**src/rtl/l2_snoop_responder.sv**
```systemverilog
// L2 snoop responder: accepts one snooped bus operation at a time, looks up the
// L2 tags, answers NOHIT/HIT/HITM, writes back modified lines and updates the
// MESI state of the hitting way.
module l2_snoop_responder #(
    parameter int PA_BITS    = 32,
    parameter int L2_ASSOC   = 8,
    parameter int L2_LINE_SZ = 64,
    localparam int WAY_W     = $clog2(L2_ASSOC),
    localparam int OFF_W     = $clog2(L2_LINE_SZ)
) (
    input  logic               clk,
    input  logic               rst_n,
    input  logic               snp_valid,
    output logic               snp_ready,
    input  logic [3:0]         snp_cmd,
    input  logic [PA_BITS-1:0] snp_addr,
    output logic               tl_req,
    output logic [PA_BITS-1:0] tl_addr,
    input  logic               tl_ack,
    input  logic               tl_hit,
    input  logic [WAY_W-1:0]   tl_way,
    input  logic [1:0]         tl_mesi,
    output logic               tu_we,
    output logic [PA_BITS-1:0] tu_addr,
    output logic [WAY_W-1:0]   tu_way,
    output logic [1:0]         tu_mesi,
    output logic               snp_resp_valid,
    output logic [1:0]         snp_resp,
    output logic               bus_req,
    output logic [2:0]         bus_op,
    output logic [PA_BITS-1:0] bus_addr,
    input  logic               bus_gnt,
    output logic               snp_err,
    output logic               busy,
    output logic [15:0]        snp_cnt,
    output logic [15:0]        hitm_cnt
);

    localparam logic [3:0] CMD_INV  = 4'd3;
    localparam logic [3:0] CMD_RD   = 4'd4;
    localparam logic [3:0] CMD_WR   = 4'd5;
    localparam logic [3:0] CMD_RWIM = 4'd6;

    localparam logic [1:0] MESI_INV  = 2'd0;
    localparam logic [1:0] MESI_MOD  = 2'd1;
    localparam logic [1:0] MESI_EXCL = 2'd2;
    localparam logic [1:0] MESI_SHRD = 2'd3;

    localparam logic [1:0] RESP_NOHIT = 2'd0;
    localparam logic [1:0] RESP_HIT   = 2'd1;
    localparam logic [1:0] RESP_HITM  = 2'd2;

    localparam logic [2:0] BUS_WRITE = 3'd2;

    typedef enum logic [2:0] {
        ST_IDLE,
        ST_LOOKUP,
        ST_RESP,
        ST_WB,
        ST_UPDATE
    } state_t;

    state_t               state_q, state_d;
    logic [3:0]           cmd_q, cmd_d;
    logic [PA_BITS-1:0]   addr_q, addr_d;
    logic [WAY_W-1:0]     way_q, way_d;
    logic [1:0]           resp_q, resp_d;
    logic                 upd_q, upd_d;
    logic [1:0]           new_mesi_q, new_mesi_d;
    logic                 snp_err_q, snp_err_d;
    logic [15:0]          snp_cnt_q, snp_cnt_d;
    logic [15:0]          hitm_cnt_q, hitm_cnt_d;

    // Lookup outcome decoded from the tag result and the latched command
    logic [1:0]           dec_resp;
    logic                 dec_upd;
    logic [1:0]           dec_mesi;
    logic                 dec_err;

    // Snoop-vs-MESI decision table; an invalid line counts as a miss
    always_comb begin
        dec_resp = RESP_NOHIT;
        dec_upd  = 1'b0;
        dec_mesi = MESI_INV;
        dec_err  = 1'b0;
        if (tl_hit && (tl_mesi != MESI_INV)) begin
            case (cmd_q)
                CMD_RD: begin
                    if (tl_mesi == MESI_MOD) begin
                        dec_resp = RESP_HITM;
                        dec_upd  = 1'b1;
                        dec_mesi = MESI_SHRD;
                    end else if (tl_mesi == MESI_EXCL) begin
                        dec_resp = RESP_HIT;
                        dec_upd  = 1'b1;
                        dec_mesi = MESI_SHRD;
                    end else begin
                        dec_resp = RESP_HIT;
                    end
                end
                CMD_RWIM: begin
                    dec_resp = (tl_mesi == MESI_MOD) ? RESP_HITM : RESP_HIT;
                    dec_upd  = 1'b1;
                    dec_mesi = MESI_INV;
                end
                CMD_INV: begin
                    if (tl_mesi == MESI_SHRD) begin
                        dec_resp = RESP_HIT;
                        dec_upd  = 1'b1;
                        dec_mesi = MESI_INV;
                    end else begin
                        // Invalidate snoop hitting an owned line is illegal
                        dec_err = 1'b1;
                    end
                end
                CMD_WR: begin
                    dec_err = (tl_mesi == MESI_MOD);
                end
                default: begin
                end
            endcase
        end
    end

    // Next-state logic and register updates for the snoop sequencer
    always_comb begin
        state_d    = state_q;
        cmd_d      = cmd_q;
        addr_d     = addr_q;
        way_d      = way_q;
        resp_d     = resp_q;
        upd_d      = upd_q;
        new_mesi_d = new_mesi_q;
        snp_err_d  = 1'b0;
        snp_cnt_d  = snp_cnt_q;
        hitm_cnt_d = hitm_cnt_q;
        case (state_q)
            ST_IDLE: begin
                if (snp_valid) begin
                    cmd_d     = snp_cmd;
                    addr_d    = snp_addr;
                    snp_cnt_d = snp_cnt_q + 16'd1;
                    if ((snp_cmd >= CMD_INV) && (snp_cmd <= CMD_RWIM)) begin
                        state_d = ST_LOOKUP;
                    end else begin
                        snp_err_d = 1'b1;
                    end
                end
            end
            ST_LOOKUP: begin
                if (tl_ack) begin
                    way_d      = tl_way;
                    resp_d     = dec_resp;
                    upd_d      = dec_upd;
                    new_mesi_d = dec_mesi;
                    snp_err_d  = dec_err;
                    state_d    = ST_RESP;
                end
            end
            ST_RESP: begin
                if (resp_q == RESP_HITM) begin
                    if (hitm_cnt_q != 16'hFFFF) begin
                        hitm_cnt_d = hitm_cnt_q + 16'd1;
                    end
                    state_d = ST_WB;
                end else if (upd_q) begin
                    state_d = ST_UPDATE;
                end else begin
                    state_d = ST_IDLE;
                end
            end
            ST_WB: begin
                if (bus_gnt) begin
                    state_d = ST_UPDATE;
                end
            end
            ST_UPDATE: begin
                state_d = ST_IDLE;
            end
            default: begin
                state_d = ST_IDLE;
            end
        endcase
    end

    // State and datapath registers; reset abandons any operation in flight
    always_ff @(posedge clk or negedge rst_n) begin
        if (!rst_n) begin
            state_q    <= ST_IDLE;
            cmd_q      <= '0;
            addr_q     <= '0;
            way_q      <= '0;
            resp_q     <= RESP_NOHIT;
            upd_q      <= 1'b0;
            new_mesi_q <= MESI_INV;
            snp_err_q  <= 1'b0;
            snp_cnt_q  <= '0;
            hitm_cnt_q <= '0;
        end else begin
            state_q    <= state_d;
            cmd_q      <= cmd_d;
            addr_q     <= addr_d;
            way_q      <= way_d;
            resp_q     <= resp_d;
            upd_q      <= upd_d;
            new_mesi_q <= new_mesi_d;
            snp_err_q  <= snp_err_d;
            snp_cnt_q  <= snp_cnt_d;
            hitm_cnt_q <= hitm_cnt_d;
        end
    end

    // Outputs decode directly from state so reset drops them immediately
    always_comb begin
        snp_ready      = (state_q == ST_IDLE);
        busy           = (state_q != ST_IDLE);
        tl_req         = (state_q == ST_LOOKUP);
        tl_addr        = (state_q == ST_LOOKUP) ? addr_q : '0;
        snp_resp_valid = (state_q == ST_RESP);
        snp_resp       = (state_q == ST_RESP) ? resp_q : RESP_NOHIT;
        bus_req        = (state_q == ST_WB);
        bus_op         = (state_q == ST_WB) ? BUS_WRITE : 3'd0;
        bus_addr       = (state_q == ST_WB) ? {addr_q[PA_BITS-1:OFF_W], {OFF_W{1'b0}}} : '0;
        tu_we          = (state_q == ST_UPDATE);
        tu_addr        = (state_q == ST_UPDATE) ? addr_q : '0;
        tu_way         = (state_q == ST_UPDATE) ? way_q : '0;
        tu_mesi        = (state_q == ST_UPDATE) ? new_mesi_q : MESI_INV;
        snp_err        = snp_err_q;
        snp_cnt        = snp_cnt_q;
        hitm_cnt       = hitm_cnt_q;
    end

endmodule

```
**config.mk**
```make
export PLATFORM = sky130hd
export DESIGN_NAME = l2_snoop_responder
export DESIGN_NICKNAME = d
export VERILOG_FILES = /design/src/rtl/l2_snoop_responder.sv
export SDC_FILE = /design/constraint.sdc
export NUM_CORES = 1
export LEC_CHECK = 0
export CORE_MARGIN = 2
export CORE_UTILIZATION = 38
export DETAILED_ROUTE_END_ITERATION = 10
export HOLD_SLACK_MARGIN = 0.12
export PLACE_DENSITY = 0.76
export SLEW_MARGIN = 30
export SYNTH_ARGS = -nofsm -noshare
export SYNTH_HDL_FRONTEND = slang
export SYNTH_SLANG_ARGS = --single-unit
```
**constraint.sdc**
```tcl
create_clock -name clk -period 1.9 [get_ports clk]
set_input_delay 0.285 -clock clk [delete_from_list [all_inputs] [get_ports clk]]
set_output_delay 0.285 -clock clk [all_outputs]
set_load 0.05 [all_outputs]
```
==> results.py <==
metrics = {
    "status": {
        "status": "finished, violations left",
        "violations": "negative setup slack",
    },
    "critical_path": {
        "cp-start-kind": "flip-flop",
        "cp.required_ns": 1.62,
        "endpoint_kind": "output port",
        "arrival_ns": 1.73,
        "r2r_slack_ns": -0.08,
        "crit_slowest_cell": "dfrtp_1",
        "slowest_delay_ns": 0.37,
        "path_class": "reg2out",
        "path_max_fanout": 10,
        "crit_chain": "buf_6 > inv_6 > nor3_4 > buf_4 > buf_8 > and2_2 > buf_12",
    },
    "floorplanning": {
        "core_area_um2": 10800,
        "io_pins": 192,
        "initial_core_util_pct": 39.0,
        "row_count": 38,
        "die_x_um": 110,
        "die_h_um": 110,
        "die_area_um2": 12000,
    },
    "yosys": {
        "synthXorXnorAreaFrac_pct": 5.38,
        "synth_top_family_by_area": "simple AND/OR/NAND/NOR gates",
        "synth_area_per_cell_um2": 8.94,
        "syn_inst": 473,
        "synthArstFlopShare_pct": 100,
        "synth_compound_area_share_pct": 3.37,
        "yosys.area_share.adder_pct": 1.48,
        "yosysUniqueCellTypes": 43,
        "ys_seq_elements": 79,
        "yosys.area_share.simple_pct": 36.8,
        "synth_top_area_share_pct": 46.7,
        "synth_edf_count": 0,
        "synth_ff_type": "dfrtp_1",
        "synth_area_leaders": "dfrtp_1 (47%), and2_1 (14%), nand2_1 (12%)",
        "synth.area.mux_share_pct": 1.57,
        "yosysWarnings": 0,
        "yosysSeqAreaShare_pct": 46.7,
        "yosys.area.top_type": "dfrtp_1",
        "syn_area_um2": 4230,
    },
    "sta": {
        "tightest_slew_ns": 0.540,
        "slew-limit-headroom_pct": 63.9,
        "fin_worst_skew_ns": 0.00920,
        "rsz0062_at_grt": "yes",
        "hold_violations": 0,
        "period_share_pct": 106,
        "setup_viol": 122,
        "fin_setup_tns_ns": -7.44,
        "fmax_mhz": 495,
        "maxSlewViolCount": 0,
        "fin_ws_ns": -0.119,
        "hold-worst-slack_ns": 0.411,
        "post-route-min-period_ns": 2.02,
    },
    "clock_network": {
        "htree_levels": 3,
        "clock-sinks": 79,
        "numCtsBuffers": 9,
        "root_buffer": "clkbuf_8",
        "clkLatencyLatePin_ns": 0.34,
        "cts_buffer_depth": 2,
        "clkTransAtPathRegs_ns": 0.08,
        "cts_tree": "yes",
    },
    "worst_hold_path": {
        "min_path_type": "in2async",
    },
    "cells_and_area": {
        "fin_nets": 747,
        "fillerInstances": 716,
        "post_route_cells_drive_above_1_share_pct": 40.7,
        "layout_common_cells": "nand2_1 (131), buf_12 (108), dfrtp_1 (79), and2_4 (76), clkdlybuf4s50_1 (51)",
        "diodes": 0,
        "layout_commonest_cell": "nand2_1",
        "area_delta_synth_final_pct": 94.8,
    },
    "drt": {
        "num_vias": 4212,
        "topRoutingLayerUsed": "met4",
        "wl_met3_mm": 1.07,
        "wl_per_cell_um": 17.9,
        "drtIter0Drc": 203,
        "wl_met2_mm": 7.77,
        "dr.pass1.iters": 5,
        "met1_length_mm": 5.79,
        "vias_per_cell": 5.03,
        "route.detailed.drc": 0,
        "wirelength_mm": 15.0,
        "final_antenna_net_count": 0,
    },
    "power": {
        "internal_power_w": 0.00619,
        "p_switching_w": 0.00492,
        "p_seq_share_pct": 25.4,
        "swShare_pct": 44.3,
        "p_per_area_nw_per_um2": 1350,
        "irDropWorstVdd_v": 0.000847,
        "power_frac_comb_pct": 63.7,
        "power_frac_clock_pct": 10.9,
        "leakagePower_nw": 3.98,
    },
    "placement": {
        "dp_hpwl_mm": 9.94,
        "port_buffers": 183,
        "post-place-ws_ns": -0.390,
        "place.gp.congestion": 0.890,
    },
    "global_route": {
        "grt_pass1_wl_mm": 20.9,
        "grt_pass1_vias": 4069,
        "grt_max_degree": 33,
        "grt_util_all_layers_pct": 22.9,
        "antenna_found_initial": 0,
        "grt-ovfl-total": 0,
    },
    "job": {
        "cap_viol_max_count": 0,
    },
}
## timing repair
action                     CTS  global route
pin swaps                   16             6
hold endpoints to repair    27             0
cloned                       4             6
hold buffers                 1             0
setup buffers               13             8
setup endpoints to repair  132           147
gates resized for setup     86            50
## sequential cells by signal, summed over array words and instances, names as in the netlist
name / cells
addr_q: 32
cmd_q: 4
hitm_cnt: 16
new_mesi_q: 1
resp_q: 2
snp_cnt: 16
snp_err: 1
state_q: 3
upd_q: 1
way_q: 3
## metrics by stage
stage | util, % | power [W] | cell area [µm²] | std cells
2_1_floorplan | - | 0.00594 | 4340 | 480
3_5_place_dp | 68.1 | 0.00878 | 7380 | 794
5_1_grt | 76.0 | 0.0116 | 8240 | 838
4_1_cts | 73.4 | 0.0107 | 7960 | 826
6_report | 76.0 | 0.0111 | 8240 | 838
3_3_place_gp | 68.1 | 0.00861 | 7380 | 794
## final timing paths
| check | from | end | depth (start not counted) |
|---|---|---|---|
| worst min-delay path | rst_n | hitm_cnt[4] | 2 |
| worst min register to register | snp_cnt[15] | snp_cnt[15] | 1 |
| min in group clk | snp_addr[11] | addr_q[11] | 3 |
| worst max-delay path | state_q[1] | bus_addr[30] | 7 |
| max in group asynchronous | rst_n | addr_q[25] | 3 |
| worst max register to register | state_q[2] | snp_cnt[6] | 4 |
## critical path: cells and delay by family (launching register included)
family | cells | cell delay (ns)
flops | 1 | 0.37
simple gates | 2 | 0.39
buf+inv | 5 | 0.64
## power by group through the flow
| stage | Clock [W] | Combinational (W) | Sequential, W |
|---|---|---|---|
| after global placement | 0 | 0.00589 | 0.00273 |
| after global routing | 0.00131 | 0.00740 | 0.00289 |
| final | 0.00121 | 0.00708 | 0.00282 |
| after detailed placement | 0 | 0.00601 | 0.00277 |
| after floorplan | 0 | 0.00299 | 0.00295 |
| after CTS | 0.00124 | 0.00663 | 0.00279 |
## cell families (layout without fill, tap and decap cells)
kind of cell	after synthesis	in the layout
buffers and inverters	37	255
AND/OR/NAND/NOR	296	296
flip-flops	79	79
AO/OA/AOI/OAI	23	23
adder cells (fa/ha/maj)	5	5
multiplexers	6	6
other	1	8
XOR/XNOR	26	26
## per-layer routing
layer | track usage, % | vias up
met5 | 0 | -
met4 | 8.14 | 0
met3 | 5.22 | 31
met2 | 41.0 | 196
met1 | 26.9 | 2022
li1 | - | 1963
## synthesized netlist by cell type, types with 5 or more instances
cell type,n
nor4_1,6
nor2_1,9
xor2_1,13
clkbuf_1,15
buf_4,10
nand3_1,11
xnor2_1,13
and2_1,98
a21oi_1,8
nor3_1,6
dfrtp_1,79
nand4_1,9
inv_1,8
nand2_1,131
ha_1,5
and3_1,6
mux2_2,5
## final cells by class
class                           instances  area (µm²)  share of cell area [%]
Clock buffer                           11         141                    1.72
Clock inverter                          3        45.0                   0.547
Sequential cell                        79        1980                    24.0
Multi-Input combinational cell        364        2360                    28.7
Timing Repair Buffer                  233        3500                    42.4
Tap cell                              140         175                    2.13
Inverter                                8        43.8                   0.531
Power figures use the tool's default switching activity.
